[src/rtl/spi_ram_burst_if.sv]
// rtl/spi_ram_burst_if.sv - framed command/response bus between SPI receiver and burst RAM
interface spi_ram_burst_if #(
  parameter int DATA_W = 8,
  parameter int ADDR_W = 8
);
  logic              rx_valid;
  logic [DATA_W+1:0] din;
  logic [DATA_W-1:0] dout;
  logic              tx_valid;
  logic              cmd_err;
  logic [ADDR_W-1:0] wr_ptr;
  logic [ADDR_W-1:0] rd_ptr;

  modport master (
    output rx_valid, din,
    input  dout, tx_valid, cmd_err, wr_ptr, rd_ptr
  );

  modport slave (
    input  rx_valid, din,
    output dout, tx_valid, cmd_err, wr_ptr, rd_ptr
  );
endinterface

[src/rtl/spi_ram_burst.sv]
// rtl/spi_ram_burst.sv - single-port RAM executing SPI frames with auto-incrementing burst pointers
module spi_ram_burst #(
  parameter int DATA_W    = 8,
  parameter int ADDR_W    = 8,
  parameter int MEM_DEPTH = 256
) (
  input  logic            clk,
  input  logic            rst,
  spi_ram_burst_if.slave  bus
);
  localparam logic [1:0] OP_WR_ADDR = 2'b00;
  localparam logic [1:0] OP_WR_DATA = 2'b01;
  localparam logic [1:0] OP_RD_ADDR = 2'b10;
  localparam logic [1:0] OP_RD_DATA = 2'b11;

  localparam logic [ADDR_W-1:0] LAST_ADDR  = ADDR_W'(MEM_DEPTH - 1);
  localparam logic [ADDR_W:0]   DEPTH_WIDE = (ADDR_W+1)'(MEM_DEPTH);

  logic [DATA_W-1:0] r_mem [MEM_DEPTH];
  logic [DATA_W-1:0] r_dout;
  logic              r_tx_valid;
  logic              r_cmd_err;
  logic [ADDR_W-1:0] r_wr_ptr;
  logic [ADDR_W-1:0] r_rd_ptr;
  logic              r_wr_set;
  logic              r_rd_set;

  logic [1:0]        w_opcode;
  logic [DATA_W-1:0] w_payload;
  logic [ADDR_W-1:0] w_addr;
  logic              w_addr_ok;
  logic [ADDR_W-1:0] w_wr_next;
  logic [ADDR_W-1:0] w_rd_next;
  logic              w_do_write;

  assign w_opcode  = bus.din[DATA_W+1:DATA_W];
  assign w_payload = bus.din[DATA_W-1:0];
  assign w_addr    = w_payload[ADDR_W-1:0];
  // Compare one bit wider so MEM_DEPTH == 2**ADDR_W does not overflow.
  assign w_addr_ok = {1'b0, w_addr} < DEPTH_WIDE;
  assign w_wr_next = (r_wr_ptr == LAST_ADDR) ? '0 : r_wr_ptr + ADDR_W'(1);
  assign w_rd_next = (r_rd_ptr == LAST_ADDR) ? '0 : r_rd_ptr + ADDR_W'(1);

  assign w_do_write = !rst && bus.rx_valid && (w_opcode == OP_WR_DATA) && r_wr_set;

  always_ff @(posedge clk) begin
    if (w_do_write) begin
      r_mem[r_wr_ptr] <= w_payload;
    end
  end

  always_ff @(posedge clk) begin
    if (rst) begin
      r_dout     <= '0;
      r_tx_valid <= 1'b0;
      r_cmd_err  <= 1'b0;
      r_wr_ptr   <= '0;
      r_rd_ptr   <= '0;
      r_wr_set   <= 1'b0;
      r_rd_set   <= 1'b0;
    end else begin
      r_tx_valid <= 1'b0;
      r_cmd_err  <= 1'b0;
      if (bus.rx_valid) begin
        case (w_opcode)
          OP_WR_ADDR: begin
            if (w_addr_ok) begin
              r_wr_ptr <= w_addr;
              r_wr_set <= 1'b1;
            end else begin
              r_cmd_err <= 1'b1;
            end
          end
          OP_WR_DATA: begin
            if (r_wr_set) r_wr_ptr <= w_wr_next;
            else          r_cmd_err <= 1'b1;
          end
          OP_RD_ADDR: begin
            if (w_addr_ok) begin
              r_rd_ptr <= w_addr;
              r_rd_set <= 1'b1;
            end else begin
              r_cmd_err <= 1'b1;
            end
          end
          OP_RD_DATA: begin
            if (r_rd_set) begin
              r_dout     <= r_mem[r_rd_ptr];
              r_tx_valid <= 1'b1;
              r_rd_ptr   <= w_rd_next;
            end else begin
              r_cmd_err <= 1'b1;
            end
          end
        endcase
      end
    end
  end

  assign bus.dout     = r_dout;
  assign bus.tx_valid = r_tx_valid;
  assign bus.cmd_err  = r_cmd_err;
  assign bus.wr_ptr   = r_wr_ptr;
  assign bus.rd_ptr   = r_rd_ptr;
endmodule
[src/flat_wrapper.sv]
// flat-port wrapper written by rule: the top's interface ports become plain ports
module spi_ram_burst_flat 
#(
  parameter int DATA_W    = 8,
  parameter int ADDR_W    = 8,
  parameter int MEM_DEPTH = 256
)
  (clk, rst, bus_rx_valid, bus_din, bus_dout, bus_tx_valid, bus_cmd_err, bus_wr_ptr, bus_rd_ptr);
  spi_ram_burst_if #(.DATA_W(DATA_W), .ADDR_W(ADDR_W)) bus_i ();
  input  logic clk;
  input  logic rst;
  input wire logic [$bits(bus_i.rx_valid)-1:0] bus_rx_valid;
  input wire logic [$bits(bus_i.din)-1:0] bus_din;
  output wire logic [$bits(bus_i.dout)-1:0] bus_dout;
  output wire logic [$bits(bus_i.tx_valid)-1:0] bus_tx_valid;
  output wire logic [$bits(bus_i.cmd_err)-1:0] bus_cmd_err;
  output wire logic [$bits(bus_i.wr_ptr)-1:0] bus_wr_ptr;
  output wire logic [$bits(bus_i.rd_ptr)-1:0] bus_rd_ptr;
  assign bus_i.rx_valid = bus_rx_valid;
  assign bus_i.din = bus_din;
  assign bus_dout = bus_i.dout;
  assign bus_tx_valid = bus_i.tx_valid;
  assign bus_cmd_err = bus_i.cmd_err;
  assign bus_wr_ptr = bus_i.wr_ptr;
  assign bus_rd_ptr = bus_i.rd_ptr;
  spi_ram_burst #(.DATA_W(DATA_W), .ADDR_W(ADDR_W), .MEM_DEPTH(MEM_DEPTH)) u_core (.clk(clk), .rst(rst), .bus(bus_i));
endmodule
[config.mk]
export PLATFORM = sky130hd
export DESIGN_NAME = spi_ram_burst_flat
export DESIGN_NICKNAME = d
export VERILOG_FILES = /design/src/rtl/spi_ram_burst_if.sv /design/src/rtl/spi_ram_burst.sv /design/src/flat_wrapper.sv
export SDC_FILE = /design/constraint.sdc
export NUM_CORES = 2
export LEC_CHECK = 0
export CAP_MARGIN = 20
export CELL_PAD_IN_SITES_DETAIL_PLACEMENT = 0
export CELL_PAD_IN_SITES_GLOBAL_PLACEMENT = 1
export CORE_MARGIN = 2
export CORE_UTILIZATION = 56
export DETAILED_ROUTE_END_ITERATION = 8
export GPL_TIMING_DRIVEN = 0
export HOLD_SLACK_MARGIN = 0.03
export PLACE_DENSITY = 0.77
export SLEW_MARGIN = 20
export SYNTH_ARGS = -nofsm -noshare
export SYNTH_HDL_FRONTEND = slang
export SYNTH_SLANG_ARGS = --single-unit
[constraint.sdc]
create_clock -name clk -period 4.06 [get_ports clk]
set_input_delay 1.015 -clock clk [delete_from_list [all_inputs] [get_ports clk]]
set_output_delay 1.015 -clock clk [all_outputs]
set_load 0.005 [all_outputs]
# [Yosys cells after proc, flatten, opt, wreduce, memory -nomap -nowiden]
# Memory sizes are Yosys's and may differ from the RTL's. A register that Yosys moved wholly into a read port is not among the register bits.
# Index checks and enable logic that the tools add are counted.
[totals] register_bits=20 ram_bits=2048 input_bits=13 out_inout_bits=26 wordCells=45 mem_count=1
[op_classes] add_sub_neg=2 n_eq_ne=7 muxes=12 bitwise=2 n_reduce_logical=15
[mem_list] memory="u_core.r_mem" words=256 width=8 read_ports=1 rd_ports_with_merged_regs=1 write_ports=1 line_no="spi_ram_burst.sv:19" source="logic [DATA_W-1:0] r_mem [MEM_DEPTH];"
[ops] cell="2-to-1 mux 8 bit" n=4
[ops] cell="one-hot mux 8 bit (2 select lines)" n=2
[ops] cell="adder 8 x 1 -> 8 bit, second input constant" n=2
[ops] cell="equality test 8 bit, second input constant" n=2
[ops] cell="AND reduction 3 bit" n=3
[ops] cell="2-to-1 mux 1 bit" n=5
[ops] cell="equality test 2 bit, second input constant" n=2
[ops] cell="inequality test 2 x 1 -> 1 bit, second input constant" n=2
[ops] cell="AND reduction 2 bit" n=2
[ops] cell="nonzero test 2 bit" n=2
[ops] cell="OR reduction 2 bit" n=2
[ops] cell="logical AND 1 bit" n=3
[ops] cell="one-hot mux 1 bit (3 select lines)" n=1
[ops] cell="OR reduction 3 bit" n=1
[ops] cell="equality test 2 x 1 -> 1 bit, second input constant" n=1
[ops] cell="logical NOT 2 bit" n=1
[ops] cell="inverter 1 bit" n=2
[ops] cell="logical NOT 1 bit" n=1

# [Longest topological paths before layout]
[logic_depth] word_depth=6 ltp_mapped=13 ltp_nobuf=8

# [Worst setup path after synthesis]
# Ideal clock, no wire load.
[synth_path] path_kind="input port to flip-flop" start="input bus_din[8]" end="memory u_core.r_mem[104][0] (enable)" setup_ns=0.370 arrival_time_ns=2.775 path_slack_ns=0.915 stages=7 n_path_buf=1 cell_sequence="inv_1 nor2_1 nand3_1 nor3b_1 nand2_1 clkbuf_1 nor2_1"
[synth_via] elab_chain_cells=5
[synth_rtl] element="from (decl)" line_no="flat_wrapper.sv:13" source="input wire logic [$bits(bus_i.din)-1:0] bus_din;"
[synth_rtl] element="equality test 2 x 1 -> 1 bit" line_no="spi_ram_burst.sv:44" source="assign w_do_write = !rst && bus.rx_valid && (w_opcode == OP_WR_DATA) && r_wr_set;"
[synth_rtl] element="logical AND 1 bit (2 in series)" line_no="spi_ram_burst.sv:44"
[synth_rtl] element="2-to-1 mux 1 bit" line_no="spi_ram_burst.sv:47" source="if (w_do_write) begin"
[synth_rtl] element="2-to-1 mux 1 bit (implied by the code)" line_no="spi_ram_burst.sv:48" source="r_mem[r_wr_ptr] <= w_payload;"
[synth_rtl] element="to (decl)" line_no="spi_ram_burst.sv:19"
# Every way passes these cells.

==> results.py <==
metrics = {
    "sta": {
        "slew_headroom_pct": 8.71,
        "finClkSkew_ps": 35.3,
        "timing.fmax_mhz": 232,
        "worstMarginPinSlew_ps": 1360,
        "hold_viol_final": 0,
        "hold_slack_ps": 468,
        "slew_violations": 0,
        "min_period_ps": 4310,
        "finalSetupViolations": 8,
        "layout_setup_ws_ps": -255,
        "rsz0062_at_grt": "yes",
        "fin_crit_sh_pct": 106,
    },
    "grt": {
        "grt_overflow_total": 0,
        "first_global_vias": 43200,
        "grt_max_degree": 141,
        "grt_antenna_before_repair": 18,
        "grtUsageTotal_pct": 38.7,
        "grt_pass1_wl_mm": 375,
    },
    "run": {
        "drv_cap": 0,
    },
    "routing": {
        "drt_iter0_drc": 8796,
        "vias": 46000,
        "post_drt_wl_per_cell_um": 45.0,
        "final_antenna_net_count": 0,
        "drc": 0,
        "drt_pre_antenna_iters": 8,
        "viasPerCell": 7.27,
        "wl_mm": 285,
    },
    "power_and_ir_drop": {
        "irDropWorstVdd_mv": 0.406,
        "cellPowerDensity_nw_per_um2": 481,
        "p_total_mw": 44.4,
        "switching_power_mw": 10.1,
        "p_clk_share_pct": 40.9,
        "seq_power_share_pct": 53.1,
        "power.leakage_nw": 27.8,
        "swShare_pct": 22.7,
        "p_int_mw": 34.3,
        "p_comb_share_pct": 5.9,
    },
    "worst_setup_path": {
        "r2r_start": "u_core.bus.rd_ptr[2]",
        "worst-setup-path-type": "reg -> reg",
        "endpoint_kind": "flop",
        "reg2regPathDepth": 10,
        "worstSetupStartpointType": "flop",
        "r2r_setup_slack_ps": -250,
        "cpPeakStageDelay_ps": 620,
        "worstPathRequired_ps": 4820,
        "startpoint": "u_core.bus.rd_ptr[2]",
        "timing.rr.end": "u_core.bus.dout[3]",
        "crit_arrival_ps": 5070,
        "critical_path.endpoint": "u_core.bus.dout[3]",
        "cp_slowest_cell": "buf_2",
        "path_max_fanout": 10,
        "path_cells": "buf_4 > buf_2 > buf_4 > nor2_4 > buf_16 > buf_2 > a22oi_1 > a31oi_1 > nand4_1 > a311oi_1",
    },
    "floorplan": {
        "rows": 140,
        "die-width_um": 386,
        "io_pins": 39,
        "initial_core_util_pct": 56.2,
        "die_y_um": 386,
        "core-area_sq_um": 145000,
        "fp.dieArea_sq_um": 149000,
    },
    "yosys": {
        "synthDistinctLibCells": 81,
        "synthTopCellsByArea": "edfxtp_1 75%, mux4_2 13%, nor2_1 1.5%, mux2i_1 1.5%, nand2_1 0.86%",
        "synthArstFlopShare_pct": 0,
        "synthTopCellsByCount": "2048 x edfxtp_1, 464 x mux4_2, 333 x nor2_1, 187 x nand2_1, 122 x mux2i_1",
        "yosysWarnings": 0,
        "synth-seq-cells": 2076,
        "syn_avg_cell_area_sq_um": 20.5,
        "yosysTopAreaCell": "edfxtp_1",
        "syn_inst": 3978,
        "yosysSeqAreaShare_pct": 76.1,
        "synth-main-ff-cell": "edfxtp_1",
        "synth_fp_nets": 3996,
        "synth_top_area_share_pct": 75.4,
        "synth.most_common_cell": "edfxtp_1",
        "synth_area_sq_um": 81600,
        "synth_edf_count": 2048,
    },
    "clock_tree": {
        "cts.path.max_buffers": 3,
        "hold_buffers": 0,
        "cts-root-buf": "clkbuf_16",
        "cts_tree": "built",
        "insertion_delay_ps": 860,
        "cts_buffers": 198,
        "clock-sinks": 2076,
        "path_clk_slew_ps": 70,
        "htreeDepth": 4,
    },
    "worst_hold_path": {
        "whs_path_depth": 1,
        "hold_path_class": "in -> reg",
    },
    "place": {
        "place_ws_ps": -1380,
        "dp_cells": 5954,
        "place.gp.congestion": 1.03,
        "io_buffer_count": 38,
        "place_hpwl_mm": 185,
    },
    "layout": {
        "drive_gt1_share_pct": 27.1,
        "layout.cells.non_filler": 6330,
        "layout.nets": 4255,
        "area_delta_synth_final_pct": 13.1,
    },
    "outcome": {
        "status": "finished, violations left",
        "violations": "setup timing",
    },
}
[layout by cell type (no fill, tap or decap), types with 23 or more instances in the layout]
| cell type | instances |
|---|---|
| nand2_1 | 177 |
| buf_2 | 27 |
| mux4_2 | 464 |
| a21oi_1 | 57 |
| clkbuf_1 | 84 |
| edfxtp_1 | 2048 |
| a22oi_1 | 73 |
| nor2_2 | 125 |
| mux2i_1 | 122 |
| clkinv_2 | 40 |
| o21ai_0 | 37 |
| a211oi_1 | 23 |
| nor2_4 | 42 |
| clkinv_1 | 39 |
| clkdlybuf4s50_1 | 30 |
| dfxtp_1 | 27 |
| clkbuf_16 | 201 |
| nor2_1 | 167 |
| buf_6 | 62 |
| buf_4 | 44 |
| nand3_1 | 50 |
[critical path, delay by kind of cell (launching register included)]
kind / cells / cell delay [ps]
buffers and inverters: 5 / 1830
AO/OA/AOI/OAI: 3 / 950
flip-flops: 1 / 420
AND/OR/NAND/NOR: 2 / 940
[per-stage QoR]
step | TNS (ps) | utilization [%] | cell area [sq um]
floorplan | 0 | - | 81600
detailed placement | -1856540 | 58.5 | 85000
global placement | - | 58.1 | 84300
finish | -1170 | 63.6 | 92300
global route | -4.86 | 63.5 | 92300
CTS | -60300 | 63.3 | 91900
[flip-flops by register name, summed over array words and instances (netlist names)]
name / count
u_core.bus.wr_ptr: 8
u_core.r_wr_set: 1
u_core.bus.tx_valid: 1
u_core.r_mem: 2048
u_core.bus.cmd_err: 1
u_core.r_rd_set: 1
u_core.bus.dout: 8
u_core.bus.rd_ptr: 8
[repair_timing]
action                      CTS  global route
pin swaps                     1             1
gates resized for setup     233            97
buffers inserted              0             0
setup endpoints to repair  1243          1594
[worst min-delay path by stage]
stage	from	to	slack (ps)
floorplan	u_core.r_wr_set	u_core.r_wr_set	460
global placement	u_core.r_wr_set	u_core.r_wr_set	490
detailed placement	u_core.r_wr_set	u_core.r_wr_set	490
CTS	bus_din[0]	u_core.r_mem[19][0]	440
global route	bus_din[0]	u_core.r_mem[19][0]	480
finish	bus_din[0]	u_core.r_mem[28][0]	470
[cells by family (layout without fill, tap and decap cells)]
group	count (synthesis)	after routing	synth area share, %
AO/OA/AOI/OAI	347	347	3.02
adder cells (fa/ha/maj)	5	5	0.0767
buffers and inverters	250	674	2.23
multiplexers	609	609	15.0
flip-flops	2076	2076	76.1
other	0	11	0
AND/OR/NAND/NOR	690	690	3.62
XOR/XNOR	1	1	0.0107
[final cells by class]
cell class | count | area, sq um
Antenna cell | 11 | 27.5
Buffer | 236 | 2030
Clock buffer | 250 | 5250
Clock inverter | 115 | 1010
Fill cell | 9742 | 52900
Inverter | 14 | 53.8
Multi-Input combinational cell | 1652 | 18500
Sequential cell | 2076 | 62100
Tap cell | 1917 | 2400
Timing Repair Buffer | 59 | 966
[power by group through the flow]
stage,clock [mW],combinational [mW],sequential [mW]
after CTS,18.0,2.50,23.6
final,18.2,2.64,23.6
after global routing,18.8,2.61,23.5
after detailed placement,0,2.47,24.0
after global placement,0,2.38,24.3
after floorplan,0,1.11,24.0
[routing by layer]
| metal | wire length (um) | GRT usage [%] |
|---|---|---|
| met5 | 320 | 0.715 |
| met4 | 22800 | 25.2 |
| met3 | 45200 | 15.9 |
| met2 | 120000 | 53.9 |
| met1 | 96100 | 50.3 |
(Power assumes the default switching activity.)
==> RTL change, RTL diff (same settings) <==
`MEM_DEPTH` is set to 256 in 2 places; all go to 128.
--- a/src/rtl/spi_ram_burst.sv
+++ b/src/rtl/spi_ram_burst.sv
@@ -2,7 +2,7 @@
 module spi_ram_burst #(
   parameter int DATA_W    = 8,
   parameter int ADDR_W    = 8,
-  parameter int MEM_DEPTH = 256
+  parameter int MEM_DEPTH = 128
 ) (
   input  logic            clk,
   input  logic            rst,
--- a/src/flat_wrapper.sv
+++ b/src/flat_wrapper.sv
@@ -3,7 +3,7 @@
 #(
   parameter int DATA_W    = 8,
   parameter int ADDR_W    = 8,
-  parameter int MEM_DEPTH = 256
+  parameter int MEM_DEPTH = 128
 )
   (clk, rst, bus_rx_valid, bus_din, bus_dout, bus_tx_valid, bus_cmd_err, bus_wr_ptr, bus_rd_ptr);
   spi_ram_burst_if #(.DATA_W(DATA_W), .ADDR_W(ADDR_W)) bus_i ();
Function: changed (a bounded check fails within 4 cycles, from zero or initial values and one cycle with rst high).
==> RTL change against the unedited design <==
  * The flow still finishes with violations (negative setup slack)
  * Sequential cell count down 1024
  * Total power shrank 49%
  * Register-to-register slack better by 0.29 ns
  * Final area fell by 49%
  * Setup slack improved by 0.11 ns
  * Routed wire length shrank 59%
  * Combinational power down 61%
  * Sequential share of layout area down 0.60 points
  * Area after synthesis fell by 49%
==> RTL change: results (changes against the unedited design) <==
H-Tree Depth 3 (-1); # nets final 2311 (-46%); delay-heaviest family, CP simple AND/OR/NAND/NOR gates; Non-CTS inverters 7 (-7); DRT iter0 DRCs 3411 (-61%); synthesized flop and latch total 1052 (-49%); Post-Synth Adder-Cell Area 0.06034% (-0.016 points); multi-input combinational gate total 958 (-42%); Setup-failing EPs final 248 (+240); placed insts 3149 (-47%); r2r worst-path depth 8 (-2); global-route wire length before repair 163300 um (-56%); largest net degree at the start of global routing 99 (-30%); Via-to-Cell Ratio 6.684 (-8.1%); status complete, but fails checks; Synthesized Nets 2159 (-46%); Rel. slew slack 21.71% (+13 points); Register Area 0.03131 sq mm (-50%); Global Route met2 Usage 45.60% (-8.3 points); largest stage delay on the critical path 0.76 ns (+0.14 ns); final worst slack -0.1431 ns (+0.1119 ns); Total GRT Usage 30.63% (-8.1 points); Fillers 4999 (-49%); Buffers, non-clock 172 (-42%); number of global-route vias before repair 22040 (-49%); # clk buffers 134 (-46%); Hold Path Stages 2 (+1); Synth area leaders edfxtp_1, mux4_2, mux2i_1; M1 WL 46950 um (-51%); WL/cell 34.62 um (-23%); critical path's slowest cell nor2_1; Synth Area in Compound Gates 4.112% (+1.1 points); post-synthesis mux area share 14.46% (-0.49 points); crit path launch bus_din[8]; hold path start u_core.r_wr_set; Synth cell types 61 (-25%); register area share after synthesis 75.49% (-0.59 points); Non-clock buffers, area share 2.804% (-0.44 points); Final clock-cell share 7.284% (+0.49 points); share of cells above drive strength 1 22.65% (-4.5 points); failing checks negative setup slack; Hold Path Sink u_core.r_wr_set; number of synthesized flops with an enable pin 1024 (-50%); Sw Share 20.72% (-2.0 points); internal reg-to-reg setup slack 0.04 ns (+0.29 ns)
RTL change: per-stage QoR:
stage,instance area (sq um),hold slack [ns],util [%],setup TNS (ns)
floorplan,41470,0.4797,-,0
global placement,43050,0.5002,58.91,-2276.28
detailed placement,43290,0.5261,59.24,-536.42
CTS,46840,0.5378,64.10,-11.73
global route,46980,0.5824,64.28,-30.73
finish,46980,0.5523,64.28,-16.75
RTL change: worst reg2reg max path, cell delays in order (launching register included):
cell	delay (ns)
dfxtp_1	0.46
buf_2	0.38
buf_2	0.36
clkdlybuf4s15_1	0.85
nor2_1	0.51
a22oi_1	0.44
nand3_1	0.32
a21oi_1	0.45
nor4_1	0.10
RTL change: repair_timing:
action / in CTS / in global routing
endpoints found under the setup margin: 385 / 524
hold endpoints to repair: 0 / 0
gates resized for setup: 49 / 42
